[src/rtl/fetch_stage.sv]
// fetch_stage: single-outstanding instruction fetch FSM; define FETCH_HALT_ON_ERROR_EN to halt on a decoder error at handshake
module fetch_stage #(
  parameter logic [31:0] RESET_PC = 32'h0000_0000
) (
  input  logic        clk,
  input  logic        rst_n,
  output logic        imem_req,
  output logic [31:0] imem_addr,
  input  logic        imem_ack,
  input  logic [31:0] imem_rdata,
  output logic        dec_valid,
  input  logic        dec_ready,
  output logic [31:0] instr,
  output logic [6:0]  opcode,
  output logic [2:0]  funct3,
  output logic [6:0]  funct7,
  output logic [31:0] pc,
  input  logic        redirect_valid,
  input  logic [31:0] redirect_target,
  input  logic        dec_error,
  output logic        halted
);
  typedef enum logic [1:0] {IDLE, REQ, HOLD, HALT} state_t;
  state_t state, state_nxt;
  logic [31:0] fetch_pc, fetch_pc_nxt;
  logic capture, handshake, halt_hit;
  assign handshake = state == HOLD && dec_ready;
`ifdef FETCH_HALT_ON_ERROR_EN
  assign halt_hit = handshake && dec_error;
  assign halted = state == HALT;
`else
  logic unused_dec_error;
  assign unused_dec_error = dec_error;
  assign halt_hit = 1'b0;
  assign halted = 1'b0;
`endif
  assign imem_req = state == REQ;
  assign imem_addr = fetch_pc;
  assign dec_valid = state == HOLD;
  assign opcode = instr[6:0];
  assign funct3 = instr[14:12];
  assign funct7 = instr[31:25];
  // state and fetch address registers
  always_ff @(posedge clk or negedge rst_n) begin
    if (!rst_n) begin
      state <= IDLE;
      fetch_pc <= RESET_PC;
    end else begin
      state <= state_nxt;
      fetch_pc <= fetch_pc_nxt;
    end
  end
  // next state: halt beats redirect, redirect beats ack and decoder handshake
  always_comb begin
    state_nxt = state;
    fetch_pc_nxt = fetch_pc;
    capture = 1'b0;
    if (halt_hit) state_nxt = HALT;
    else if (state != HALT && redirect_valid) begin
      state_nxt = REQ;
      fetch_pc_nxt = {redirect_target[31:2], 2'b00};
    end else if (state == IDLE || handshake) state_nxt = REQ;
    else if (state == REQ && imem_ack) begin
      state_nxt = HOLD;
      fetch_pc_nxt = fetch_pc + 32'd4;
      capture = 1'b1;
    end
  end
  // held instruction and its address, loaded only on an accepted fetch
  always_ff @(posedge clk or negedge rst_n) begin
    if (!rst_n) begin
      instr <= '0;
      pc <= RESET_PC;
    end else if (capture) begin
      instr <= imem_rdata;
      pc <= fetch_pc;
    end
  end
endmodule

[config.mk]
export PLATFORM = sky130hd
export DESIGN_NAME = fetch_stage
export DESIGN_NICKNAME = d
export VERILOG_FILES = /design/src/rtl/fetch_stage.sv
export SDC_FILE = /design/constraint.sdc
export NUM_CORES = 1
export LEC_CHECK = 0
export BUFFER_PORTS_ARGS = -buffer_cell sky130_fd_sc_hd__buf_2
export CAP_MARGIN = 20
export CORE_MARGIN = 8
export CORE_UTILIZATION = 43
export DETAILED_ROUTE_END_ITERATION = 10
export PLACE_DENSITY_LB_ADDON = 0.25
export SYNTH_ARGS = -nofsm -noshare
export SYNTH_HDL_FRONTEND = slang
export SYNTH_SLANG_ARGS = --single-unit
[constraint.sdc]
create_clock -name clk -period 2.45 [get_ports clk]
set_clock_uncertainty 0.2 [all_clocks]
set_input_delay 0.1225 -clock clk [delete_from_list [all_inputs] [get_ports clk]]
set_output_delay 0.1225 -clock clk [all_outputs]
set_load 0.01 [all_outputs]
==> flow_summary.ini <==
[outcome]
status = complete, no violations

[finish]
area_growth_pct = 40.55
num-fill-cells = 915
drive_gt1_share_pct = 29.12
fin_util_pct = 61.23
multiInputGateArea_mm2 = 0.001848
register_area_mm2 = 0.002352
diodes = 0
final_nets = 802
stdcell_count = 871

[clock_tree]
clock_path_buffers = 2
clock_latency_ns = 0.36
cts_root_buf = clkbuf_8
cts_tree = done
clock_sinks = 94
htree_num_levels = 3
cts_resized = 0
numCtsBuffers = 9
clk_pin_slew_ns = 0.09

[die]
dieArea_mm2 = 0.01382
start_util_pct = 43.56
fp-row-count = 37
core_area_mm2 = 0.01018
die_h_um = 117.6
die-width_um = 117.6
io_pins = 186

[synth]
synth-adder-area-share_pct = 0.2820
ys_seq_area_share_pct = 53.02
ys_warn_count = 0
synth-compound-area-share_pct = 8.996
yosys_most_used_dff = dfrtp_1
syn_inst = 510
synthSimpleGateAreaFrac_pct = 29.55
synth_area_mm2 = 0.004437
avgSynthCellArea_um2 = 8.700
synth.distinct_cells = 52
synth-xor-area-share_pct = 1.777
synth.area.mux_share_pct = 0.2256
synth_top_family_by_area = simple AND/OR/NAND/NOR gates
ys_seq_elements = 94
synth-edff-count = 0
ys_async_sr_fraction_pct = 100.0

[hold_path]
hp-class = primary input to asynchronous set/reset pin

[critical_path]
cp-startpoint = imem_addr[2]
critPathRequiredTime_ns = 2.55
cp-start-kind = register
critPathMaxFanout = 6
crit_type = register to register
rr_worst_depth = 6
r2r_slack_ns = 0.24
worstPathArrival_ns = 2.31
endpoint_kind = register
r2r_start = imem_addr[2]
cp-endpoint = imem_addr[28]
r2r-end = imem_addr[28]

[power]
power.share.clock_pct = 18.5
p_seq_share_pct = 44.9
internal_power_mw = 3.809
p_switching_mw = 2.405
p_sw_share_pct = 38.70
total_leakage_power_nw = 3.297
ir_drop_uv = 542.3
p_comb_share_pct = 36.6
power_density_mw_per_mm2 = 996.6

[route]
drtAntennaViolNets = 0
wl_per_cell_um = 15.62
viasPerCell = 4.954
dr.pass1.iters = 5
dr.first_iter.drc_count = 262
routed_wl_mm = 13.61
drc = 0
via_count = 4315

[flow_run]
cap_violations = 0

[timing]
rsz0062_at_grt = false
fin_crit_ns = 2.215
hold_viol = 0
worst_slew_pin_slew_ns = 0.6184
tns_ns = 0
max_freq_mhz = 451.6
maxSlewHeadroom_pct = 58.68
period_share_pct = 90.39
finalSetupViolations = 0
slew_violations = 0

[global_routing]
grt_pass1_wl_mm = 22.43
overflow = 0
antenna_found_initial = 0
grt_pass1_vias = 4412
grt_max_degree = 52
track_usage_pct = 19.58

[placement]
dp_hpwl_mm = 9.500
dp.cells = 790
gp_congestion = 0.8157
io_buffers = 177
## power by group through the flow
stage	Sequential [mW]	Clock (mW)	Combinational (mW)
floorplan	3.04	0	0.969
global placement	2.76	0	2.18
finish	2.79	1.15	2.28
detailed placement	2.80	0	2.22
global route	2.90	1.24	2.53
CTS	2.78	1.18	2.30
## state kept, by name, indices dropped and copies added, names as in the netlist
register	count
instr	32
imem_addr	30
pc	30
state	2
## layer usage
metal / wire length [µm] / track usage [%] / part of all wire, %
met1: 5703 / 22.79 / 42
met2: 6767 / 33.76 / 50
met3: 923 / 5.516 / 6.8
met4: 214 / 6.966 / 1.6
met5: 0 / 0 / 0
## layout make-up
cell class              instances  share of cell area [%]
inverters                       2                  0.1204
multi-input cells             371                   29.63
well taps                     136                   2.729
flip-flops and latches         94                   37.72
repair buffers                253                   26.24
clock inverters                 4                   1.124
clock buffers                  11                   2.428
## worst min path at each step
stage                     startpoint             to
final                          rst_n          pc[5]
after global routing           rst_n          pc[8]
after CTS                      rst_n  imem_addr[11]
after detailed placement       rst_n          pc[5]
after global placement         rst_n          pc[8]
after floorplan                rst_n  imem_addr[10]
## synthesized netlist by cell type (2+ instances only)
cell | instances | share of area (%)
nand2_1 | 218 | 18
dfrtp_1 | 94 | 53
buf_4 | 22 | 3.7
clkbuf_1 | 19 | 1.6
nor2_1 | 19 | 1.6
o21ai_0 | 18 | 2.0
nand3_1 | 15 | 1.7
nand4_1 | 9 | 1.3
a22oi_1 | 8 | 1.4
and3_1 | 5 | 0.71
nor3_1 | 5 | 0.56
xor2_1 | 5 | 0.99
a21oi_1 | 4 | 0.45
and2_1 | 4 | 0.56
buf_1 | 4 | 0.34
o211ai_1 | 4 | 0.68
xnor2_1 | 4 | 0.79
a21o_1 | 3 | 0.51
a221o_1 | 3 | 0.68
nor2b_1 | 3 | 0.42
o311ai_0 | 3 | 0.59
o32ai_1 | 3 | 0.59
or4_1 | 3 | 0.51
a211oi_1 | 2 | 0.34
and3_2 | 2 | 0.34
inv_1 | 2 | 0.17
o21bai_1 | 2 | 0.34
o22ai_1 | 2 | 0.28
or3_1 | 2 | 0.28
## cells by family (layout without fill, tap and decap cells)
group           Yosys count  count (layout)
mux                       1               1
flops                    94              94
buf+inv                  49             270
fa+ha+maj                 1               1
other cells               1               5
simple gates            297             297
xor+xnor                  9               9
compound gates           58              58
## placed cells by master, fill, tap and decap left out, types with 9 or more instances in the layout
| cell | Yosys | final |
|---|---|---|
| nand2_1 | 218 | 218 |
| buf_2 | 1 | 176 |
| dfrtp_1 | 94 | 94 |
| dlygate4sd3_1 | 0 | 66 |
| nor2_1 | 19 | 19 |
| o21ai_0 | 18 | 18 |
| nand3_1 | 15 | 15 |
| clkbuf_8 | 0 | 11 |
| buf_4 | 22 | 10 |
| nand4_1 | 9 | 9 |
## metrics by stage
| stage | instance area [µm²] | hold slack (ns) | power, mW | worst slack (ns) |
|---|---|---|---|---|
| 6_report | 6236 | 0.09008 | 6.215 | 0.2355 |
| 3_5_place_dp | 5354 | -0.04467 | 5.015 | 0.2450 |
| 3_3_place_gp | 5354 | -0.04868 | 4.938 | 0.3117 |
| 4_1_cts | 6236 | 0.1005 | 6.262 | 0.2272 |
| 5_1_grt | 6236 | 0.1447 | 6.667 | 0.05600 |
| 2_1_floorplan | 4452 | -0.3731 | 4.009 | 0.4126 |
## worst max-delay path: stages (launching register included)
cell and delay [ns]:
dfrtp_1 0.45, ha_1 0.24, nand4_1 0.16, nor4_4 0.31, nand4_2 0.19, or4b_1 0.50, nand3_1 0.09
## timing repair
item,in CTS,in global routing
buffers inserted,0,0
hold endpoints to repair,107,0
hold buffers,66,0
Power figures use the tool's default switching activity.
